File: config.mk
export PLATFORM = sky130hd
export DESIGN_NAME = pg_domain_sequencer
export DESIGN_NICKNAME = d
export VERILOG_FILES = /design/src/rtl/pg_seq_pkg.sv /design/src/rtl/pg_domain_sequencer_arb.sv /design/src/rtl/pg_domain_sequencer.sv
export SDC_FILE = /design/constraint.sdc
export NUM_CORES = 1
export LEC_CHECK = 0
export ABC_AREA = 0
export BUFFER_PORTS_ARGS = -buffer_cell sky130_fd_sc_hd__buf_2
export CAP_MARGIN = 20
export CELL_PAD_IN_SITES_DETAIL_PLACEMENT = 0
export CELL_PAD_IN_SITES_GLOBAL_PLACEMENT = 2
export CORE_MARGIN = 8
export CORE_UTILIZATION = 38
export DETAILED_ROUTE_END_ITERATION = 8
export HOLD_SLACK_MARGIN = 0.02
export PLACE_DENSITY_LB_ADDON = 0.1
export REMOVE_ABC_BUFFERS = 1
export SYNTH_ARGS = -nofsm -noshare
export SYNTH_HDL_FRONTEND = slang
export SYNTH_SLANG_ARGS = --single-unit
File: constraint.sdc
create_clock -name clk -period 8.01 [get_ports clk]
set_input_delay 0.4005 -clock clk [delete_from_list [all_inputs] [get_ports clk]]
set_output_delay 0.4005 -clock clk [all_outputs]
set_load 0.02 [all_outputs]
File: src/rtl/pg_seq_pkg.sv
// Shared types and default timing for the power-gating domain sequencer.
package pg_seq_pkg;

  typedef enum logic [1:0] {
    IDLE,
    ISO,
    WAKE,
    DEISO
  } pg_state_e;

  localparam int ISO_DLY_DEF  = 4;
  localparam int WAKE_DLY_DEF = 16;

  function automatic int max2(input int a, input int b);
    return (a > b) ? a : b;
  endfunction

endpackage

File: src/rtl/pg_domain_sequencer_arb.sv
// Round-robin arbiter: lowest requesting index at or above ptr+1, wrapping.
module pg_rr_arbiter #(
  parameter int N_DOM = 10,
  parameter int IW    = $clog2(N_DOM)
) (
  input  logic [N_DOM-1:0] req,
  input  logic [IW-1:0]    ptr,
  output logic [N_DOM-1:0] gnt,
  output logic [IW-1:0]    gnt_idx,
  output logic             gnt_vld
);

  logic [IW-1:0] idx;

  always_comb begin
    gnt     = '0;
    gnt_idx = '0;
    gnt_vld = 1'b0;
    idx     = '0;
    for (int off = 1; off <= N_DOM; off++) begin
      idx = IW'((int'(ptr) + off) % N_DOM);
      if (!gnt_vld && req[idx]) begin
        gnt_vld  = 1'b1;
        gnt_idx  = idx;
        gnt[idx] = 1'b1;
      end
    end
  end

endmodule

File: src/rtl/pg_domain_sequencer.sv
// Shared power-gating sequencer: one domain at a time, isolation before
// sleep on the way down, sleep release then de-isolation on the way up.
module pg_domain_sequencer
  import pg_seq_pkg::*;
#(
  parameter int N_DOM    = 10,
  parameter int ISO_DLY  = ISO_DLY_DEF,
  parameter int WAKE_DLY = WAKE_DLY_DEF
) (
  input  logic             clk,
  input  logic             rst_n,
  input  logic [N_DOM-1:0] sensor,
  input  logic             en,
  output logic [N_DOM-1:0] isg,
  output logic [N_DOM-1:0] slp,
  output logic [N_DOM-1:0] pwr_ok,
  output logic             busy
);

  localparam int CNT_W = $clog2(max2(ISO_DLY, WAKE_DLY) + 1);
  localparam int IW    = $clog2(N_DOM);

  pg_state_e        state, state_n;
  logic [CNT_W-1:0] cnt, cnt_n;
  logic [IW-1:0]    ptr, ptr_n;
  logic [N_DOM-1:0] gsel, gsel_n;
  logic [N_DOM-1:0] isg_n, slp_n, pwr_ok_n;
  logic [N_DOM-1:0] pwr_state, pwr_state_n;
  logic [N_DOM-1:0] pending, gnt;
  logic [IW-1:0]    gnt_idx;
  logic             gnt_vld;

  assign pending = sensor ^ pwr_state;
  assign busy    = (state != IDLE);

  pg_rr_arbiter #(.N_DOM(N_DOM), .IW(IW)) u_arb (
    .req     (pending),
    .ptr     (ptr),
    .gnt     (gnt),
    .gnt_idx (gnt_idx),
    .gnt_vld (gnt_vld)
  );

  always_ff @(posedge clk or negedge rst_n) begin
    if (!rst_n) begin
      state     <= IDLE;
      cnt       <= '0;
      ptr       <= IW'(N_DOM - 1);
      gsel      <= '0;
      isg       <= '0;
      slp       <= '0;
      pwr_ok    <= '1;
      pwr_state <= '1;
    end else begin
      state     <= state_n;
      cnt       <= cnt_n;
      ptr       <= ptr_n;
      gsel      <= gsel_n;
      isg       <= isg_n;
      slp       <= slp_n;
      pwr_ok    <= pwr_ok_n;
      pwr_state <= pwr_state_n;
    end
  end

  always_comb begin
    state_n     = state;
    cnt_n       = cnt;
    ptr_n       = ptr;
    gsel_n      = gsel;
    isg_n       = isg;
    slp_n       = slp;
    pwr_ok_n    = pwr_ok;
    pwr_state_n = pwr_state;
    unique case (state)
      IDLE: begin
        if (en && gnt_vld) begin
          ptr_n  = gnt_idx;
          gsel_n = gnt;
          // Direction is latched here; later sensor moves wait for IDLE.
          if (|(sensor & gnt)) begin
            slp_n   = slp & ~gnt;
            cnt_n   = CNT_W'(WAKE_DLY - 1);
            state_n = WAKE;
          end else begin
            isg_n    = isg | gnt;
            pwr_ok_n = pwr_ok & ~gnt;
            cnt_n    = CNT_W'(ISO_DLY - 1);
            state_n  = ISO;
          end
        end
      end
      ISO: begin
        if (cnt == '0) begin
          slp_n       = slp | gsel;
          pwr_state_n = pwr_state & ~gsel;
          state_n     = IDLE;
        end else begin
          cnt_n = cnt - 1'b1;
        end
      end
      WAKE: begin
        if (cnt == '0) state_n = DEISO;
        else           cnt_n   = cnt - 1'b1;
      end
      DEISO: begin
        isg_n       = isg & ~gsel;
        pwr_ok_n    = pwr_ok | gsel;
        pwr_state_n = pwr_state | gsel;
        state_n     = IDLE;
      end
      default: state_n = IDLE;
    endcase
  end

endmodule

Word level (Yosys, flattened, before mapping)
Index checks and enable logic that the tools add are counted.
{"block": "totals", "reg_bits": 61, "wordCells": 214, "output_inout_bits": 31, "inputBits": 13}
{"block": "classes", "bitwise_logic": 21, "n_eq_ne": 9, "reduce_logical": 44, "n_addsub": 11, "div_mod_pow": 10, "mux": 91, "n_lt_le_gt_ge": 20}
{"op": "modulo 32 x 5 -> 32 bit (second input constant)", "count": 10}
{"op": "two-way mux 10 bit", "count": 18}
{"op": "OR 10 bit", "count": 13}
{"op": "one-hot mux 10 bit (2 select lines)", "count": 4}
{"op": "bitwise AND 10 bit", "count": 5}
{"op": "< comparator 4 x 5 -> 1 bit (second input constant)", "count": 10}
{"op": "two-way mux 4 bit", "count": 11}
{"op": "binary-select mux 1 bit (select 4 bit)", "count": 10}
{"op": "demux 1 bit (select 4 bit)", "count": 10}
{"op": ">= comparator 4 x 1 -> 1 bit (second input constant)", "count": 10}
{"op": "two-way mux 1 bit", "count": 30}
{"op": "adder 4 x 3 -> 5 bit (second input constant)", "count": 4}
{"op": "logical AND 1 bit", "count": 20}
{"op": "inverter 10 bit", "count": 2}
{"op": "adder 4 x 4 -> 5 bit (second input constant)", "count": 3}
{"op": "!= test 2 bit (second input constant)", "count": 6}
{"op": "adder 4 x 2 -> 5 bit (second input constant)", "count": 2}
{"op": "two-way mux 5 bit", "count": 2}
{"op": "one-hot mux 5 bit (2 select lines)", "count": 1}
{"op": "nonzero test 2 bit", "count": 5}
{"op": "OR reduction 10 bit", "count": 1}
{"op": "bitwise XOR 10 bit", "count": 1}
{"op": "zero test 1 bit", "count": 9}
{"op": "AND reduction 3 bit", "count": 3}
{"op": "11 further kinds", "count": 16}

Depth between registers and ports, before layout
{"block": "depth", "depth_word": 37, "mapped_depth": 28, "ltp_nobuf": 21}

By module
Synthesis repeated with hierarchy kept, for this count alone.
{"block": "hier_totals", "hier_cells": 949, "area_unflattened_um2": 7862.5}
{"module": "pg_rr_arbiter", "seq_area_each_um2": 0.0, "instances": 1, "area_per_inst_um2": 4829.6, "cells_each": 659}
{"module": "pg_domain_sequencer", "seq_area_each_um2": 1554.0, "instances": 1, "area_per_inst_um2": 3032.9, "cells_each": 290}

Worst setup path before layout
No wires, ideal clock.
{"block": "synth_path", "path_type": "register to register", "start": "register ptr[0]", "end": "register pwr_ok[6]", "slack_ps": 2053, "required_ps": 7931, "setup_time_ps": 79, "path_stages_with_launch": 26, "t_arrival_ps": 5878, "path_cell_list": "dfstp_2 buf_2 inv_2 buf_1 clkbuf_1 clkbuf_1 ha_1 buf_2 xnor2_2 nand2_1 ha_1 nand2b_1 a21o_1 a2111oi_2 a21oi_2 o31ai_2 a211oi_4 nor2_2 mux2i_1 a31oi_1 a211o_1 a221o_1 nor4_4 buf_6 nand3_1 o211a_1"}
{"block": "synth_between", "elab_chain_len": 37, "word_cells_on_any_way": 148, "cone_classes": "add/sub (10); div (10); order compare (20); eq/ne (2); mux (63); bitwise (12); reduce/logical (31)"}
{"item": "start, declared", "line_no": "pg_domain_sequencer.sv:25", "text": "logic [IW-1:0] ptr, ptr_n;"}
{"item": "start signal, assigned", "line_no": "pg_domain_sequencer.sv:48", "text": "ptr <= IW'(N_DOM - 1);"}
{"item": "start signal, assigned", "line_no": "pg_domain_sequencer.sv:57", "text": "ptr <= ptr_n;"}
{"item": "parallel branches: the longest is 37 deep, another holds modulo 32 x 5 -> 32 bit"}
{"item": "end signal, assigned", "line_no": "pg_domain_sequencer.sv:61", "text": "pwr_ok <= pwr_ok_n;"}
{"item": "end, declared", "line_no": "pg_domain_sequencer.sv:16", "text": "output logic [N_DOM-1:0] pwr_ok,"}
Parallel ways; which one is timed is not known. The select of a mux whose other input is x is not followed.
A chain may end at the register's enable or synchronous reset.

Worst setup path after layout
{"block": "layout_path", "start": "register ptr[3]", "end": "register pwr_ok[8]"}
Same word-level chain as after synthesis.

==> reports/metrics.cfg <==
[sta]
setup-tns-final_ns=0
tightest_slew_ns=1.12
setup_viol=0
timing.fmax_mhz=136
hold_viol=0
relSlewSlack=0.252
min_period_over_period=0.918
period_needed_ns=7.35
skew_ns=0.00736
rsz0062_at_grt=no
drv_slew=0

[worst_setup_path]
worst-path-max-fanout=23
cp.required_ns=8.29
critical_path.top_delay_family=compound AO/OA/AOI/OAI gates
reg2regPathDepth=20
start_kind=register
path_cells=xor2_2 -> inv_2 -> ha_1 -> a211o_1 -> o21ai_0 -> xnor2_1 -> ha_1 -> a211oi_1 -> xor2_1 -> o2bb2ai_1 -> a32o_2 -> nand2b_1 -> nor2_2 -> a221oi_2 -> o2111ai_1 -> a22o_1 -> nor2_1 -> buf_4 -> a32o_1 -> a22o_1
max_stage_delay_ns=0.86
slowest_stage=dfstp_2
crit_path_start=ptr[3]$_DFFE_PN1P_
end_kind=register
r2r_start=ptr[3]$_DFFE_PN1P_
worst-path-buf-inv=2
reg2reg_slack_ns=0.66
path_class=reg -> reg
reg2reg_to=pwr_ok[8]$_DFFE_PN1P_
critPathArrivalTime_ns=7.63

[clock_tree]
cts_tree=done
clk-insertion-delay-late_ns=0.34
cts.sinks=61
clk_path_buf_depth=2
clk_pin_slew_ns=0.06
cts_root_buf=clkbuf_16
holdBufCountCts=0
cts_buffers=9
cts_resized=0
post_cts_buffers=0
h-tree-depth=3

[route]
ant_nets=0
vias_per_cell=6.31
drtIter0Drc=799
drt_wl_total_mm=33.5
wl_per_cell_microns=22.8
vias=9264
drc=0
firstDrtPassIters=7

[outcome]
status=finished, final reports clean

[finish]
diodes=0
fin_area_sq_um=9500
areaGrowthSynthToFinish_pct=8.96
final_common_cell=nand2_1
drive_gt1_frac=0.172
nets=1235
layout_common_cells=nand2_1, nor2_1, o21ai_0, a21oi_1, inv_1

[floorplanning]
io_pins=44
dieWidth_microns=167
die_h_microns=167
start_util=0.386
placementRows=55
coreArea_sq_um=22600
dieArea_sq_um=28000

[yosys]
syn_inst=1157
synthesis.area_sq_um=8720
seq_area_frac_synth=0.178
synth_edf_count=0
ys.flop_type=dfrtp_1
yosys_register_bits=61
avgSynthCellArea_sq_um=7.53
synth_cell_types=115
async_flop_share=1.00
yosys_warnings=0

[place]
gp_congestion=0.936
postPlaceCellArea_sq_um=9200
io_buffer_count=43
dp_hpwl_mm=25.9

[flow_run]
cap_violations=0

[global_route]
grt_overflow_total=0
grt_pass1_vias=8912
grt.total_usage=0.232
antenna_found_initial=0
grt_max_degree=62
grt_pass1_wl_mm=52.2

[hold_path]
hp-class=in -> async

[synthesized netlist by cell type, types with 7 or more instances]
cell        n  area (sq um)
a211o_1    10          87.6
a211oi_1   13          97.6
a21oi_1    67           335
a22o_1      9          78.8
a31oi_1    27           169
and2_1      7          43.8
and3_1     10          62.6
buf_2      31           155
buf_4       9          67.6
clkbuf_1   21          78.8
dfrtp_1    39           976
dfstp_2    22           578
ha_1       44           551
inv_1      56           210
mux2_2     11           124
mux2i_1    21           210
nand2_1   126           473
nand2b_1   27           169
nand3_1    43           215
nand4_1    14          87.6
nor2_1     84           315
nor2b_1    14          87.6
nor3_1     31           155
nor4_1     12          75.1
o211ai_1   17           128
o21a_1     15           113
o21ai_0    71           355
o21ai_1    12          60.1
o221ai_1    9          78.8
o22ai_1    26           163
or2_2      14          87.6
or3_1      14          87.6
xnor2_1    19           166
xnor2_2     7           114
xor2_1     16           140
[how the worst max path moves through the flow]
stage	end	slack (ns)	cells after the start
floorplan	pwr_ok[1]$_DFFE_PN1P_	0.83	16
global placement	pwr_ok[3]$_DFFE_PN1P_	0.83	20
detailed placement	isg[9]$_DFFE_PN0P_	0.81	20
CTS	pwr_ok[8]$_DFFE_PN1P_	0.78	20
global route	isg[5]$_DFFE_PN0P_	0.14	20
finish	pwr_ok[8]$_DFFE_PN1P_	0.66	20
[logic make-up after synthesis]
logic type      share of synthesized area
simple gates                        0.272
compound gates                      0.325
buf+inv                            0.0650
flops                               0.178
fa+ha+maj                          0.0668
xor+xnor                           0.0520
mux                                0.0409
[worst register-to-register path, delay by kind of cell (launching register included)]
family                   cells  cell delay [ns]
buffers and inverters        2             0.42
AO/OA/AOI/OAI               10             3.27
flip-flops                   1             0.86
XOR/XNOR                     3             1.18
AND/OR/NAND/NOR              3             1.01
adder cells (fa/ha/maj)      2             0.53
[stage by stage]
step / worst slack, ns / hold slack (ns) / instances / utilization
2_1_floorplan: 0.831 / 0.105 / 1092 / -
3_3_place_gp: 0.830 / 0.469 / 1452 / 0.407
3_5_place_dp: 0.813 / 0.476 / 1452 / 0.407
4_1_cts: 0.785 / 0.259 / 1468 / 0.421
5_1_grt: 0.145 / 0.289 / 1468 / 0.421
6_report: 0.659 / 0.221 / 1468 / 0.421
[metal layers]
metal / track usage / routed length [microns]
met5: 0 / 0
met4: 0.0707 / 833
met3: 0.0437 / 2070
met2: 0.358 / 14800
met1: 0.323 / 15800
[area by class of cell]
cell class | instances | area, sq um
clock buffer | 10 | 239
clock inverter | 6 | 61.3
fill | 2419 | 13100
inverter | 62 | 235
multi-input combinational | 969 | 6600
sequential | 61 | 1550
tap | 285 | 357
timing repair buffer | 75 | 455
Power is left out: the tool's default activity adds up to more than one toggle a clock period on the data nets, which glitch-free logic cannot reach.
